[src/rtl/delta_decode8.sv]
`default_nettype none
// ============================================================================
//  Module   : delta_decode8
//  Purpose  : Streaming delta decoder. Each accepted encoded sample z yields
//             a = z - prev (mod 2^WIDTH). prev is the previous sample of the
//             same frame, or 0 at frame start. Frames begin on an explicit
//             sof flag or after FRAME_LEN samples. A 2-entry output FIFO with
//             valid/ready on both sides absorbs downstream backpressure.
//  Ports    : clk_i       - clock, rising edge
//             reset_i     - synchronous active-high reset
//             z_i         - encoded sample (running sum)
//             z_valid_i   - z_i / sof_i valid
//             sof_i       - start of frame (base forced to 0 for this sample)
//             z_ready_o   - sample can be accepted this cycle
//             a_o         - decoded delta at the head of the output buffer
//             a_valid_o   - a_o / a_borrow_o / a_last_o valid
//             a_borrow_o  - z < prev (unsigned)
//             a_last_o    - sample is the last of its frame
//             a_ready_i   - downstream accepts the head entry
//  Revision : 1.0 - initial release
// ============================================================================
module delta_decode8 #(
   parameter int WIDTH     = 8,
   parameter int FRAME_LEN = 16
) (
   input  logic             clk_i,
   input  logic             reset_i,
   input  logic [WIDTH-1:0] z_i,
   input  logic             z_valid_i,
   input  logic             sof_i,
   output logic             z_ready_o,
   output logic [WIDTH-1:0] a_o,
   output logic             a_valid_o,
   output logic             a_borrow_o,
   output logic             a_last_o,
   input  logic             a_ready_i
);

   // Index needs at least one bit even when every frame is one sample long.
   localparam int               IDX_W    = (FRAME_LEN > 1) ? $clog2(FRAME_LEN) : 1;
   localparam logic [IDX_W-1:0] LAST_IDX = IDX_W'(FRAME_LEN - 1);

   typedef enum logic [1:0] {
      EMPTY = 2'd0,
      ONE   = 2'd1,
      FULL  = 2'd2
   } buf_state_e;

   typedef struct packed {
      logic [WIDTH-1:0] a;
      logic             borrow;
      logic             last;
   } entry_t;

   // ---------------------------------------------------------------------
   // State
   // ---------------------------------------------------------------------
   buf_state_e       state_q, state_d;
   entry_t           head_q,  head_d;
   entry_t           tail_q,  tail_d;
   logic [WIDTH-1:0] prev_q,  prev_d;
   logic [IDX_W-1:0] idx_q,   idx_d;

   // ---------------------------------------------------------------------
   // Handshakes. z_ready_o depends on registered state only, so there is
   // no combinational path from a_ready_i back to the upstream side.
   // ---------------------------------------------------------------------
   logic push;
   logic pop;

   assign z_ready_o = (state_q != FULL);
   assign a_valid_o = (state_q != EMPTY);
   assign push      = z_valid_i & z_ready_o;
   assign pop       = a_valid_o & a_ready_i;

   assign a_o        = head_q.a;
   assign a_borrow_o = head_q.borrow;
   assign a_last_o   = head_q.last;

   // ---------------------------------------------------------------------
   // Decode datapath
   // ---------------------------------------------------------------------
   logic [IDX_W-1:0] eff_idx;
   logic [WIDTH-1:0] base;
   logic [WIDTH:0]   diff;
   logic [IDX_W-1:0] idx_next;
   entry_t           new_entry;

   always_comb begin
      // sof restarts the frame, so this sample is treated as index 0.
      eff_idx  = sof_i ? '0 : idx_q;
      base     = (eff_idx == '0) ? '0 : prev_q;
      // Two's-complement subtract in WIDTH+1 bits; the top bit is the
      // carry-out, whose inverse is the borrow.
      diff     = {1'b0, z_i} + {1'b0, ~base} + {{WIDTH{1'b0}}, 1'b1};
      idx_next = (eff_idx == LAST_IDX) ? '0 : eff_idx + IDX_W'(1);

      new_entry.a      = diff[WIDTH-1:0];
      new_entry.borrow = ~diff[WIDTH];
      new_entry.last   = (eff_idx == LAST_IDX);
   end

   // ---------------------------------------------------------------------
   // Output buffer next state and frame context
   // ---------------------------------------------------------------------
   always_comb begin
      state_d = state_q;
      head_d  = head_q;
      tail_d  = tail_q;
      prev_d  = prev_q;
      idx_d   = idx_q;

      if (push) begin
         prev_d = z_i;
         idx_d  = idx_next;
      end

      case (state_q)
         EMPTY: begin
            if (push) begin
               state_d = ONE;
               head_d  = new_entry;
            end
         end
         ONE: begin
            if (push && pop) begin
               // Head leaves this edge; the new entry replaces it directly.
               head_d = new_entry;
            end else if (push) begin
               state_d = FULL;
               tail_d  = new_entry;
            end else if (pop) begin
               state_d = EMPTY;
            end
         end
         FULL: begin
            // No push possible here: z_ready_o is low.
            if (pop) begin
               state_d = ONE;
               head_d  = tail_q;
            end
         end
         default: begin
            state_d = EMPTY;
         end
      endcase
   end

   always_ff @(posedge clk_i) begin
      if (reset_i) begin
         state_q <= EMPTY;
         head_q  <= '0;
         tail_q  <= '0;
         prev_q  <= '0;
         idx_q   <= '0;
      end else begin
         state_q <= state_d;
         head_q  <= head_d;
         tail_q  <= tail_d;
         prev_q  <= prev_d;
         idx_q   <= idx_d;
      end
   end

endmodule
`default_nettype wire
[config.mk]
export PLATFORM = sky130hd
export DESIGN_NAME = delta_decode8
export DESIGN_NICKNAME = d
export VERILOG_FILES = /design/src/rtl/delta_decode8.sv
export SDC_FILE = /design/constraint.sdc
export NUM_CORES = 1
export LEC_CHECK = 0
export BUFFER_PORTS_ARGS = -buffer_cell sky130_fd_sc_hd__buf_4
export CAP_MARGIN = 40
export CELL_PAD_IN_SITES_DETAIL_PLACEMENT = 1
export CELL_PAD_IN_SITES_GLOBAL_PLACEMENT = 2
export CORE_MARGIN = 2
export CORE_UTILIZATION = 30
export CTS_CLUSTER_SIZE = 8
export DETAILED_ROUTE_END_ITERATION = 8
export PLACE_DENSITY = 0.78
export SYNTH_ARGS = -nofsm -noshare
export SYNTH_HDL_FRONTEND = slang
export SYNTH_SLANG_ARGS = --single-unit
[constraint.sdc]
create_clock -name clk_i -period 2.5 [get_ports clk_i]
set_input_delay 0.125 -clock clk_i [delete_from_list [all_inputs] [get_ports clk_i]]
set_output_delay 0.125 -clock clk_i [all_outputs]
set_load 0.02 [all_outputs]
# Yosys cells after proc, flatten, opt, wreduce, memory -nomap -nowiden
# Cells that the tools add are included.
dict set report op_classes {
  n_reduce_logical 8
  muxes 13
  n_addsub 3
  bitwise_logic 5
  eq_ne 9
}
# operator count
set op_table {}
lappend op_table {{10-bit two-way mux} 3}
lappend op_table {{10-bit case mux with 3 select lines} 1}
lappend op_table {{2-bit two-way mux} 5}
lappend op_table {{2-bit != test (second input constant)} 5}
lappend op_table {{8-bit by 8-bit adder with 9-bit output} 1}
lappend op_table {{9-bit by 1-bit adder with 9-bit output (second input constant)} 1}
lappend op_table {{4-bit two-way mux} 2}
lappend op_table {{8-bit two-way mux} 1}
lappend op_table {{8-bit inverter} 1}
lappend op_table {{4-bit AND reduction} 2}
lappend op_table {{2-bit case mux with 3 select lines} 1}
lappend op_table {{4-bit by 1-bit adder with 4-bit output (second input constant)} 1}
lappend op_table {{4-bit equality test (second input constant)} 1}
lappend op_table {{4-bit logical NOT} 1}
lappend op_table {{3-bit != test (second input constant)} 1}
lappend op_table {{3-bit AND reduction} 1}
lappend op_table {{3-bit nonzero test} 1}
lappend op_table {{1-bit bitwise AND} 2}
lappend op_table {{2-bit by 1-bit equality test with 1-bit output (second input constant)} 1}
lappend op_table {{2-bit equality test (second input constant)} 1}
lappend op_table {{2-bit logical NOT} 1}
lappend op_table {{1-bit inverter} 2}
lappend op_table {{2-bit nonzero test} 1}
lappend op_table {{1-bit logical AND} 1}
dict set report totals {
  inputBits 13
  reg_bits 34
  output_inout_bits 12
  elab_cells 47
}

# Depth between registers and ports, before layout
dict set report depth {
  word_depth 9
  depth_mapped 13
  ltp_nobuf 13
}

# Worst setup path before layout
# No wires, ideal clock.
dict set report synth_timing {
  kind {flip-flop to flip-flop}
  from {register idx_q[0]}
  to {register head_q (netlist bit a_o[6])}
  slack_ns -0.184
  path_stages_with_launch 14
  setup_ns 0.091
  n_path_buf 0
  arrival_ns 2.593
  path_cell_list {dfxtp_1 -> nor2b_1 -> inv_1 -> ha_1 -> o21ai_1 -> and2_1 -> ha_1 -> inv_1 -> fa_1 -> a21o_1 -> a221oi_2 -> xnor2_1 -> nand2_1 -> a311oi_1}
}
dict set report synth_via {
  elab_chain_cells 8
  elab_cells_between_ends 9
  cone_classes {add/sub (2); mux (5); bitwise (1); reduce/logical (1)}
}
# item line_no
set synth_rtl {}
lappend synth_rtl {{from (decl)} 62} ;# logic [IDX_W-1:0] idx_q, idx_d;
lappend synth_rtl {{from (signal assigned)} 161} ;# idx_q <= idx_d;
lappend synth_rtl {{4-bit two-way mux *} 91} ;# eff_idx = sof_i ? '0 : idx_q;
lappend synth_rtl {{4-bit logical NOT *} 92} ;# base = (eff_idx == '0) ? '0 : prev_q;
lappend synth_rtl {{8-bit two-way mux *} 92}
lappend synth_rtl {{8-bit inverter *} 95} ;# diff = {1'b0, z_i} + {1'b0, ~base} + {{WIDTH{1'b0}}, 1'b1};
lappend synth_rtl {{8-bit by 8-bit adder with 9-bit output *} 95}
lappend synth_rtl {{9-bit by 1-bit adder with 9-bit output *} 95}
lappend synth_rtl {{10-bit two-way mux, on equally long branches} {126, 120}}
lappend synth_rtl {{10-bit case mux with 3 select lines *} 118} ;# case (state_q)
lappend synth_rtl {{to (signal assigned)} 152} ;# head_q <= '0;
lappend synth_rtl {{to (signal assigned)} 158} ;# head_q <= head_d;
lappend synth_rtl {{to (decl)} 59} ;# entry_t head_q, head_d;
# Every way passes the cells marked *; elsewhere a longest branch is shown, timed or not. The select of a mux whose other input is x is not followed.
# A chain may end at the register's enable or synchronous reset.

# Final worst setup path
dict set report layout_timing {
  from {register idx_q[0]}
  to {register head_q (netlist bit a_borrow_o)}
}
dict set report layout_via {
  elab_chain_cells 9
  elab_cells_between_ends 10
  cone_classes {add/sub (2); mux (5); bitwise (2); reduce/logical (1)}
}
# item line_no
set layout_rtl {}
lappend layout_rtl {{4-bit two-way mux *} 91}
lappend layout_rtl {{4-bit logical NOT *} 92}
lappend layout_rtl {{8-bit two-way mux *} 92}
lappend layout_rtl {{8-bit inverter *} 95}
lappend layout_rtl {{8-bit by 8-bit adder with 9-bit output *} 95}
lappend layout_rtl {{9-bit by 1-bit adder with 9-bit output *} 95}
lappend layout_rtl {{1-bit inverter *} 99} ;# new_entry.borrow = ~diff[WIDTH];
lappend layout_rtl {{10-bit two-way mux, on equally long branches} {126, 120}}
lappend layout_rtl {{10-bit case mux with 3 select lines *} 118}
# Marks and branches as above.

==> impl_metrics.tcl <==
set metrics [dict create \
    synthAdderAreaFrac_pct 7.97 \
    wl_met2_um 2180 \
    clk_pin_slew_worst_paths_ns 0.07 \
    p_sw_mw 0.397 \
    dp.cells 319 \
    synth_cell_types 48 \
    via_per_inst 4.91 \
    timing.final.ws_setup_ns -0.0830 \
    synth-edff-count 0 \
    synth_top_family_by_area "simple AND/OR/NAND/NOR gates" \
    yosysTopAreaCellShare_pct 37.4 \
    routed_wl_um 4690 \
    rows 28 \
    dr_total_vias 1654 \
    final_cell_mix "nand2_1, buf_4, dfxtp_1" \
    critPathMaxFanout 3 \
    fin_nets 285 \
    slowest_delay_ns 0.34 \
    die_h_um 81.9 \
    syn2layout_area_growth_pct 31.9 \
    syn_inst 221 \
    worst_ep_arrival_time_ns 2.80 \
    synth_compound_area_share_pct 19.2 \
    grt_max_degree 38 \
    period_share_pct 103 \
    ys_dominant_reg_cell "dfxtp_1" \
    antenna_cells 0 \
    dp_hpwl_um 3090 \
    drv_cap 0 \
    p_comb_share_pct 23.5 \
    worstSetupPathType "flop to flop" \
    antenna_left 0 \
    cts_inserted_buffers 5 \
    grt_pass1_wl_um 7590 \
    gp_congestion 0.739 \
    hold_viol_final 0 \
    worstPathRequired_ns 2.72 \
    start_kind "flop" \
    yosysWarnings 0 \
    powerDensity_nw_per_um2 561 \
    routedWlPerCell_um 13.9 \
    crit_chain "nor2b_4 -> inv_2 -> ha_4 -> o21ai_4 -> and2_4 -> ha_4 -> inv_2 -> fa_2 -> a21o_1 -> a221oi_4 -> buf_4 -> o21ai_4 -> o211a_1 -> nor3_2" \
    p_int_mw 0.949 \
    cts_root_buf "clkbuf_8" \
    clk_path_buf_depth 2 \
    switching_share_pct 29.5 \
    p_leak_nw 0.958 \
    cts_tree "done" \
    initialDrtViolationCount 68 \
    first_pass_iters 4 \
    failed_checks "negative setup slack" \
    status "complete, but fails checks" \
    fp.coreArea_sq_um 5890 \
    drv_slew 0 \
    pwr-share-clk_pct 32.3 \
    fin_crit_ns 2.58 \
    tightest_slew_ns 0.685 \
    crit_slowest_cell "fa_2" \
    pre_cts_ws_ns -0.135 \
    p_seq_share_pct 44.2 \
    clkSinkCount 34 \
    yosysTopAreaCell "dfxtp_1" \
    fin_cells 337 \
    die_area_sq_um 6710 \
    rsz0062_at_grt "yes" \
    ioPinCount 25 \
    min_path_type "primary input to flop" \
    grt_usage_pct 14.9 \
    path_delay_family "compound AO/OA/AOI/OAI gates" \
    portBuffers 24 \
    antenna_found_initial 0 \
    fmax_ghz 0.387 \
    syn_avg_cell_area_sq_um 8.24 \
    start_util_pct 30.9 \
    htreeDepth 2 \
    die-width_um 81.9 \
    layout-drive-gt1-share_pct 28.2 \
    syn-num-nets 245 \
    wl_met3_um 190 \
    cp-end-kind "flop" \
    yosys-top-cells-area "dfxtp_1, nand2_1, ha_1, nor2_1, a21oi_1" \
    drc 0 \
    muxShareOfSynthArea_pct 3.85 \
    top_layer_used "met4" \
    overflow 0 \
    ys_async_sr_fraction_pct 0 \
    drt-met1-wl_um 2240 \
    clock_skew_ns 0.00214 \
    max-slew-margin-rel_pct 54.4 \
    ir_worst_vdd_uv 231 \
    first_global_vias 1562 \
    clk_latency_ns 0.29 \
    seq_area_frac_synth_pct 37.4 \
    syn-cell-area_sq_um 1820 \
    synth_xor_area_share_pct 1.92 \
    cts_hold_buf 0 \
    ys_ff_latch 34 \
    setup_violations 3 \
    post_synth_and_or_nand_nor_area_fraction_pct 25.2 \
    crit_buf_inv 3 \
]
-- metal layers --
layer | up-vias | global-route usage (%)
li1 | 848 | -
met4 | 0 | 6.00
met5 | - | 0
met1 | 769 | 19.6
met3 | 5 | 3.41
met2 | 32 | 23.6
-- Yosys cell counts, types with 2 or more instances --
master,instances
o21ai_0,8
dfxtp_1,34
mux2i_1,7
o211a_1,2
or3_1,2
and2_1,2
a311oi_1,4
o22ai_1,3
a211oi_1,4
xnor2_1,3
ha_1,10
nor2_1,25
inv_1,4
nand3_1,3
a21oi_1,15
clkbuf_1,4
o21a_1,2
nor2b_1,3
nand2b_1,7
a21o_1,2
buf_2,5
nand2_1,44
nor3b_1,3
-- final timing paths --
path,to,slack (ns),start,cells past startpoint
max,a_borrow_o,-0.08,idx_q[0],14
min,prev_q[0],0.09,z_i[0],3
max reg2reg,a_borrow_o,-0.08,idx_q[0],14
min reg2reg,prev_q[3],0.46,prev_q[3],2
-- power by group through the flow --
| stage | Combinational [mW] | Sequential [mW] | Clock, mW |
|---|---|---|---|
| floorplan | 0.154 | 0.625 | 0 |
| global placement | 0.269 | 0.606 | 0 |
| detailed placement | 0.271 | 0.608 | 0 |
| CTS | 0.289 | 0.595 | 0.453 |
| global route | 0.351 | 0.600 | 0.474 |
| finish | 0.316 | 0.595 | 0.435 |
-- timing repair --
action / in CTS / in global routing
resized for setup: 8 / 12
cloned: 0 / 0
endpoints found under the hold margin: 0 / 0
pin swaps: 10 / 9
buffers inserted: 7 / 3
setup endpoints to repair: 4 / 9
-- worst register-to-register path, cell delays in order (launching register included) --
cell and delay [ns]:
dfxtp_2 0.33, nor2b_4 0.14, inv_2 0.05, ha_4 0.16, o21ai_4 0.06, and2_4 0.17, ha_4 0.13, inv_2 0.03
fa_2 0.34, a21o_1 0.21, a221oi_4 0.28, buf_4 0.17, o21ai_4 0.06, o211a_1 0.25, nor3_2 0.14
-- area by class of cell --
cell class	count	area, sq um
well taps	75	93.8
flip-flops and latches	34	682
clock buffers	7	86.3
clock inverters	1	5.00
repair buffers	44	330
inverters	5	23.8
fillers	722	3480
multi-input cells	171	1180
-- cell families after synthesis --
group,Yosys count
AOI/OAI and AO/OA,51
xor gates and xnor gates,4
adders and majority gates,11
buffers and inverters,16
DFF,34
muxes,7
and+or+nand+nor,98
-- sequential cells by signal (all words and copies together), names as in the netlist --
signal,flops
a_borrow_o,1
a_last_o,1
a_o,8
idx_q,4
prev_q,8
state_q,2
tail_q,10
-- stage by stage --
| step | hold WS [ns] | total power, mW | TNS (ns) | utilization (%) | cell area (sq um) |
|---|---|---|---|---|---|
| 2_1_floorplan | 0.261 | 0.779 | 0 | - | 1830 |
| 3_3_place_gp | 0.388 | 0.875 | 0 | 36.1 | 2120 |
| 3_5_place_dp | 0.394 | 0.879 | -0.226 | 36.1 | 2120 |
| 4_1_cts | 0.0767 | 1.34 | -0.234 | 38.9 | 2290 |
| 5_1_grt | 0.0891 | 1.42 | -0.976 | 40.8 | 2400 |
| 6_report | 0.0878 | 1.35 | -0.236 | 40.8 | 2400 |
Power figures use the tool's default switching activity.
